### config.mk
export PLATFORM = sky130hd
export DESIGN_NAME = div_unit_flat
export DESIGN_NICKNAME = d
export VERILOG_FILES = /design/src/rtl/div_unit_if.sv /design/src/rtl/div_unit.sv /design/src/flat_wrapper.sv
export SDC_FILE = /design/constraint.sdc
export NUM_CORES = 1
export LEC_CHECK = 0
export BUFFER_PORTS_ARGS = -buffer_cell sky130_fd_sc_hd__buf_2
export CORE_UTILIZATION = 64
export DETAILED_ROUTE_END_ITERATION = 7
export GPL_ROUTABILITY_DRIVEN = 1
export PLACE_DENSITY_LB_ADDON = 0.05
export SLEW_MARGIN = 5
export SYNTH_ARGS = -nofsm -noshare
export SYNTH_HDL_FRONTEND = slang
export SYNTH_SLANG_ARGS = --single-unit
### constraint.sdc
create_clock -name clk -period 17 [get_ports clk]
set_clock_uncertainty 0.2 [all_clocks]
set_input_delay 2.55 -clock clk [delete_from_list [all_inputs] [get_ports clk]]
set_output_delay 2.55 -clock clk [all_outputs]
set_load 0.02 [all_outputs]
### src/rtl/div_unit_if.sv
// Handshake and data bundle between the execute-stage ALU and the divider.
// Master drives the request (start/operands/annul); slave returns result/ready/busy.
// Single clock domain; all signals are sampled on the divider clock.
interface div_unit_if #(
    parameter int WIDTH = 32
);
    logic                 start;
    logic                 signed_div;
    logic [WIDTH-1:0]     a;
    logic [WIDTH-1:0]     b;
    logic                 annul;
    logic [2*WIDTH-1:0]   result;
    logic                 ready;
    logic                 busy;

    modport master (
        output start, signed_div, a, b, annul,
        input  result, ready, busy
    );

    modport slave (
        input  start, signed_div, a, b, annul,
        output result, ready, busy
    );
endinterface

### src/rtl/div_unit.sv
// Radix-2 restoring divider returning {remainder, quotient} = {HI, LO}.
// Latency: WIDTH cycles start-to-ready (1 cycle for b==0 when DIV_ZERO_FAST_EN is defined).
// Backpressure: none; requester stalls on busy, start accepted in IDLE/DONE, annul aborts.
module div_unit #(
    parameter int WIDTH = 32
) (
    input  logic       clk,
    input  logic       rst,
    div_unit_if.slave  bus
);

    localparam int CW = (WIDTH > 1) ? $clog2(WIDTH) : 1;

    typedef enum logic [1:0] {
        IDLE = 2'd0,
        RUN  = 2'd1,
        DONE = 2'd2
    } state_t;

    state_t state, state_nx;

    // Latched operation context
    logic               sdiv;
    logic               sgn_a;
    logic               sgn_x;
    logic               dz;
    logic [WIDTH-1:0]   a_raw;
    logic [WIDTH-1:0]   b_mag;

    // Iteration state: partial remainder and dividend/quotient shift register
    logic [WIDTH:0]     rem;
    logic [WIDTH-1:0]   quo;
    logic [CW-1:0]      cnt;
    logic [2*WIDTH-1:0] result_q;

    // Combinational datapath
    logic [WIDTH+1:0]   rem_sh;
    logic [WIDTH+1:0]   trial;
    logic [WIDTH:0]     rem_nx;
    logic [WIDTH-1:0]   quo_nx;
    logic [WIDTH-1:0]   q_fix;
    logic [WIDTH-1:0]   r_fix;
    logic [2*WIDTH-1:0] res_nx;
    logic [WIDTH-1:0]   a_abs;
    logic [WIDTH-1:0]   b_abs;
    logic               load;
    logic               last;
    logic               fin;

    assign load = (state != RUN) && bus.start && !bus.annul;
    assign last = (cnt == CW'(WIDTH - 1));

`ifdef DIV_ZERO_FAST_EN
    // A zero divisor leaves RUN after a single cycle; the result does not depend on the iterations.
    assign fin = last || dz;
`else
    assign fin = last;
`endif

    // Operand magnitudes: only signed requests take the absolute value.
    always_comb begin
        a_abs = bus.a;
        b_abs = bus.b;
        if (bus.signed_div && bus.a[WIDTH-1]) a_abs = -bus.a;
        if (bus.signed_div && bus.b[WIDTH-1]) b_abs = -bus.b;
    end

    // One restoring step plus the sign fix-up used when the last step completes.
    always_comb begin
        rem_sh = {rem, quo[WIDTH-1]};
        trial  = rem_sh - {2'b00, b_mag};
        rem_nx = trial[WIDTH:0];
        quo_nx = {quo[WIDTH-2:0], 1'b1};
        if (trial[WIDTH+1]) begin
            rem_nx = rem_sh[WIDTH:0];
            quo_nx = {quo[WIDTH-2:0], 1'b0};
        end
        q_fix = quo_nx;
        r_fix = rem_nx[WIDTH-1:0];
        if (sdiv && sgn_x) q_fix = -quo_nx;
        if (sdiv && sgn_a) r_fix = -rem_nx[WIDTH-1:0];
        res_nx = {r_fix, q_fix};
        // Divide by zero returns the raw dividend in HI and all-ones in LO.
        if (dz) res_nx = {a_raw, {WIDTH{1'b1}}};
    end

    // State register
    always_ff @(posedge clk or posedge rst) begin
        if (rst) state <= IDLE;
        else     state <= state_nx;
    end

    // Next-state logic: annul beats start; start during RUN is ignored.
    always_comb begin
        state_nx = state;
        case (state)
            IDLE, DONE: state_nx = load ? RUN : IDLE;
            RUN: begin
                if (bus.annul)  state_nx = IDLE;
                else if (fin)   state_nx = DONE;
            end
            default: state_nx = IDLE;
        endcase
    end

    // Operand capture, iteration and result registration
    always_ff @(posedge clk or posedge rst) begin
        if (rst) begin
            sdiv     <= 1'b0;
            sgn_a    <= 1'b0;
            sgn_x    <= 1'b0;
            dz       <= 1'b0;
            a_raw    <= '0;
            b_mag    <= '0;
            rem      <= '0;
            quo      <= '0;
            cnt      <= '0;
            result_q <= '0;
        end else if (load) begin
            sdiv  <= bus.signed_div;
            sgn_a <= bus.a[WIDTH-1];
            sgn_x <= bus.a[WIDTH-1] ^ bus.b[WIDTH-1];
            dz    <= (bus.b == '0);
            a_raw <= bus.a;
            b_mag <= b_abs;
            quo   <= a_abs;
            rem   <= '0;
            cnt   <= '0;
        end else if (state == RUN && !bus.annul) begin
            rem <= rem_nx;
            quo <= quo_nx;
            cnt <= cnt + CW'(1);
            if (fin) result_q <= res_nx;
        end
    end

    // Status decodes straight from the state register, so no input reaches them combinationally.
    assign bus.ready  = (state == DONE);
    assign bus.busy   = (state == RUN);
    assign bus.result = result_q;

endmodule

### src/flat_wrapper.sv
// flat-port wrapper written by rule: the top's interface ports become plain ports
module div_unit_flat 
#(
    parameter int WIDTH = 32
)
  (clk, rst, bus_start, bus_signed_div, bus_a, bus_b, bus_annul, bus_result, bus_ready, bus_busy);
  div_unit_if #(.WIDTH(WIDTH)) bus_i ();
  input  logic clk;
  input  logic rst;
  input wire logic [$bits(bus_i.start)-1:0] bus_start;
  input wire logic [$bits(bus_i.signed_div)-1:0] bus_signed_div;
  input wire logic [$bits(bus_i.a)-1:0] bus_a;
  input wire logic [$bits(bus_i.b)-1:0] bus_b;
  input wire logic [$bits(bus_i.annul)-1:0] bus_annul;
  output wire logic [$bits(bus_i.result)-1:0] bus_result;
  output wire logic [$bits(bus_i.ready)-1:0] bus_ready;
  output wire logic [$bits(bus_i.busy)-1:0] bus_busy;
  assign bus_i.start = bus_start;
  assign bus_i.signed_div = bus_signed_div;
  assign bus_i.a = bus_a;
  assign bus_i.b = bus_b;
  assign bus_i.annul = bus_annul;
  assign bus_result = bus_i.result;
  assign bus_ready = bus_i.ready;
  assign bus_busy = bus_i.busy;
  div_unit #(.WIDTH(WIDTH)) u_core (.clk(clk), .rst(rst), .bus(bus_i));
endmodule
Word-level counts from Yosys, hierarchy flattened
Cells that the tools add are included.

cells by class
  reduce and logical (&&, ||, !) cells = 13
  bitwise logic cells = 2
  muxes and demuxes = 17
  equality and inequality tests = 5
  $add $sub $neg = 6

operator list
  kind                                                                     number
  32-bit 2-to-1 mux                                                        6
  32-bit negation                                                          4
  33-bit 2-to-1 mux                                                        3
  64-bit 2-to-1 mux                                                        1
  34-bit by 32-bit subtractor with 34-bit output                           1
  32-bit logical NOT                                                       1
  5-bit 2-to-1 mux                                                         2
  1-bit logical AND                                                        7
  5-bit by 1-bit adder with 5-bit output, second input constant            1
  5-bit equality test, second input constant                               1
  2-bit 2-to-1 mux                                                         2
  2-bit one-hot mux with 2 select lines                                    1
  3-bit by 2-bit inequality test with 1-bit output, second input constant  1
  3-bit AND reduction                                                      1
  2-bit by 1-bit equality test with 1-bit output, second input constant    1
  2-bit equality test, second input constant                               1
  2-bit logical NOT                                                        1
  1-bit 2-to-1 mux                                                         2
  2-bit by 1-bit inequality test with 1-bit output, second input constant  1
  2-bit nonzero test                                                       1
  2-bit OR reduction                                                       1
  1-bit logical NOT                                                        1
  1-bit inverter                                                           1
  1-bit XOR                                                                1

storage, ports and cells
  register bits after elaboration = 204
  output and inout bits = 66
  input bits = 69

Logic depth before layout (Yosys ltp)
  depth after elaboration = 5
  gate-level depth with buffers = 22

Least setup slack after synthesis
No wires, ideal clock.

  path kind = input to register
  start = input port bus_b[4]
  end = register u_core.b_mag[30]
  slack = 11.938 ns
  cell stages on the path = 10
  arrival time = 4.729 ns
  buffers on the path = 0
  required time = 16.667 ns
  cell sequence = nor4_1 > and2_1 > nand2_1 > nor4_1 > and2_1 > nand2_1 > or4_1 > o31ai_1 > xor2_1 > o21ai_0

on the way
  longest elaborated chain between the ends = 2

RTL lines
  element                 RTL line            text
  start: declaration      flat_wrapper.sv:13  input wire logic [$bits(bus_i.b)-1:0] bus_b;
  32-bit negation         div_unit.sv:65      if (bus.signed_div && bus.b[WIDTH-1]) b_abs = -bus.b;
  32-bit 2-to-1 mux       div_unit.sv:65
  end signal: assignment  div_unit.sv:125     b_mag <= b_abs;
  end: declaration        div_unit.sv:28      logic [WIDTH-1:0] b_mag;

Every way passes these cells.
A chain may end at the register's enable or synchronous reset.

Worst setup path after layout
  start = register u_core.rem[7]
  end = register u_core.result_q[62] (netlist: u_core.bus.result[62])

on the way
  longest elaborated chain between the ends = 5

RTL lines
  element                                         RTL line         text
  start: declaration                              div_unit.sv:31   logic [WIDTH:0] rem;
  start signal: assignment                        div_unit.sv:130  rem <= rem_nx;
  34-bit by 32-bit subtractor with 34-bit output  div_unit.sv:71   trial = rem_sh - {2'b00, b_mag};
  33-bit 2-to-1 mux *                             div_unit.sv:74   if (trial[WIDTH+1]) begin
  32-bit negation                                 div_unit.sv:81   if (sdiv && sgn_a) r_fix = -rem_nx[WIDTH-1:0];
  32-bit 2-to-1 mux *                             div_unit.sv:81
  64-bit 2-to-1 mux *                             div_unit.sv:84   if (dz) res_nx = {a_raw, {WIDTH{1'b1}}};
  end signal: assignment                          div_unit.sv:133  if (fin) result_q <= res_nx;
  end: declaration                                div_unit.sv:34   logic [2*WIDTH-1:0] result_q;

Every way passes the cells marked *; elsewhere a longest branch is shown, timed or not.

==> results_dict.tcl <==
set metrics [dict create \
    async_reset_ff_frac 1.00 \
    required_ps 17260 \
    crit_arrival_ps 6380 \
    final_cell_mix "nand2_1, dfrtp_1, o21ai_0" \
    ctsResizeCount 0 \
    grt_max_degree 133 \
    route.detailed.drc 0 \
    grt_first_pass_wirelength_mm 61.4 \
    final_layout_size_suffix_gt1_frac 0.130 \
    slew_viol_final 0 \
    routedWlPerCell_um 18.6 \
    drt_iter0_drc 1057 \
    postCtsSetupRepairBufs 0 \
    r2r_start "u_core.rem[7]" \
    clk_latency_ps 530 \
    r2r_slack_ps 10880 \
    maxCapViolations 0 \
    nNetsFinal 1845 \
    vias 12700 \
    critPathKind "flip-flop to flip-flop" \
    numCtsBuffers 24 \
    start_kind "flip-flop" \
    yosys_warnings 0 \
    viasPerCell 6.24 \
    root_buffer "clkbuf_16" \
    syn2layout_area_growth_pct 11.3 \
    rows 53 \
    grt-ovfl-total 0 \
    fin_crit_sh 0.360 \
    initial_utilization 0.652 \
    crit_start "u_core.rem[7]" \
    clockBufferDepth 3 \
    antenna_found_initial 0 \
    cp_max_fo 47 \
    clkSinkCount 203 \
    r2r-end "u_core.bus.result[62]" \
    ys_seq_area_frac 0.372 \
    critPathCaptureType "flip-flop" \
    period_minus_slack_ps 6120 \
    post_dp_cell_area_sq_um 14400 \
    grt_pass1_vias 11900 \
    portBuffers 134 \
    cts_tree "yes" \
    routed_wl_mm 37.8 \
    htreeDepth 1 \
    p_leak_nw 6.95 \
    synth_cells 1660 \
    timing.fmax_mhz 163 \
    endpoint "u_core.bus.result[62]" \
    timing.setup.tns_ps 0 \
    postSynthAreaPerCell_sq_um 8.23 \
    vdd_drop_max_v 0.000140 \
    final_antenna_net_count 0 \
    status "finished clean" \
    cts_hold_buffers 0 \
    syn_nets 1768 \
    netlist.area_leader.share 0.372 \
    die_width_um 148 \
    reg2reg_depth 20 \
    ys.flop_type "dfrtp_1" \
    antennaDiodeCount 0 \
    gp_congestion 0.985 \
    core_area_sq_um 21000 \
    firstDrtPassIters 5 \
    rsz0062_at_grt "no" \
    hp-class "flip-flop to flip-flop" \
    track_usage 0.349 \
    setup_violations 0 \
    die_h_um 148 \
    yosysUniqueCellTypes 86 \
    synth_top_cell_by_area "dfrtp_1" \
    layout_commonest_cell "nand2_1" \
    synth_area_sq_um 13700 \
    worst_slew_pin_slew_ps 1200 \
    die_area_sq_um 21900 \
    final_util 0.726 \
    slew_headroom 0.202 \
    fin_area_sq_um 15200 \
    synth-seq-cells 203 \
    dpl.hpwl_mm 27.0 \
    ios 135 \
    synth.area.top_cells "dfrtp_1, nand2_1, o21ai_0" \
    clkSlewWorstSetupHoldPaths_ps 60 \
    synth-edff-count 0 \
    powerDensity_nw_per_um2 157 \
    finalHoldViolations 0 \
]
per-layer routing:
metal,global-route usage,up-vias,routed length [um]
met5,0,-,0
met4,0.103,0,979
met3,0.0479,62,2590
met2,0.555,461,17400
met1,0.496,6103,16900
li1,-,6044,-
cells by family (layout without fill, tap and decap cells):
logic type | count (synthesis) | in the layout | synth area share
AOI/OAI and AO/OA | 498 | 498 | 0.228
muxes | 43 | 43 | 0.0321
adders and majority gates | 39 | 39 | 0.0363
DFF | 203 | 203 | 0.372
xor gates and xnor gates | 141 | 141 | 0.0917
buffers and inverters | 149 | 244 | 0.0443
and+or+nand+nor | 587 | 587 | 0.196
where the power goes:
group	internal [mW]	switching [mW]	leakage (nW)
Sequential	0.553	0.0834	2.67
Clock	0.317	0.213	0.392
Combinational	0.456	0.759	3.88
Total	1.33	1.06	6.95
cell usage after synthesis, types with 20 or more instances:
cell type  instances
inv_1             53
nor4_1            25
dfrtp_1          203
mux2i_1           36
a22oi_1           28
a21oi_1          145
xnor2_1           73
nor3_1            32
nand2_1          259
xor2_1            67
clkbuf_1          72
ha_1              38
o31ai_1           20
nor2_1           141
o21ai_0          161
layout make-up:
class / count / area, sq um
well taps: 275 / 344
flip-flops and latches: 203 / 5080
fillers: 1693 / 5740
repair buffers: 146 / 761
clock inverters: 9 / 114
clock buffers: 35 / 702
multi-input cells: 1308 / 8000
inverters: 54 / 210
flip-flops by register name (all words and copies together) (netlist names):
register           cells
u_core.a_raw          32
u_core.b_mag          32
u_core.bus.result     64
u_core.cnt             5
u_core.dz              1
u_core.quo            32
u_core.rem            33
u_core.sdiv            1
u_core.sgn_x           1
u_core.state           2
worst max-delay path, stage by stage (launching register included):
cell and delay (ps):
dfrtp_1 450, ha_1 430, a21oi_1 220, o21ai_0 210
a21oi_1 430, a311oi_2 220, o21a_2 320, nor2_4 120
buf_4 530, clkinv_1 140, buf_4 300, a21oi_1 320
ha_1 340, nand3_1 140, nor3_1 410, and4b_1 320
a31oi_2 190, nor2_1 250, a41oi_1 160, xor2_1 190
o21ai_1 120
through the flow:
step / total power, mW / setup WS [ps] / cells / hold WS, ps
finish: 2.38 / 10880 / 2030 / 275
CTS: 2.36 / 11000 / 2030 / 274
detailed placement: 1.82 / 11080 / 1986 / 254
global route: 2.53 / 10490 / 2030 / 298
global placement: 1.80 / 11270 / 1986 / 253
floorplan: 1.55 / 8710 / 1660 / 237
worst min path at each step:
stage / from / to / slack, ps / depth (start not counted)
6_report: u_core.a_raw[26] / u_core.a_raw[26] / 270 / 2
5_1_grt: u_core.a_raw[17] / u_core.a_raw[17] / 300 / 2
4_1_cts: u_core.a_raw[26] / u_core.a_raw[26] / 270 / 2
3_5_place_dp: u_core.a_raw[26] / u_core.a_raw[26] / 250 / 2
3_3_place_gp: u_core.a_raw[30] / u_core.a_raw[30] / 250 / 2
2_1_floorplan: u_core.a_raw[22] / u_core.a_raw[22] / 240 / 2
Power figures use the tool's default switching activity.
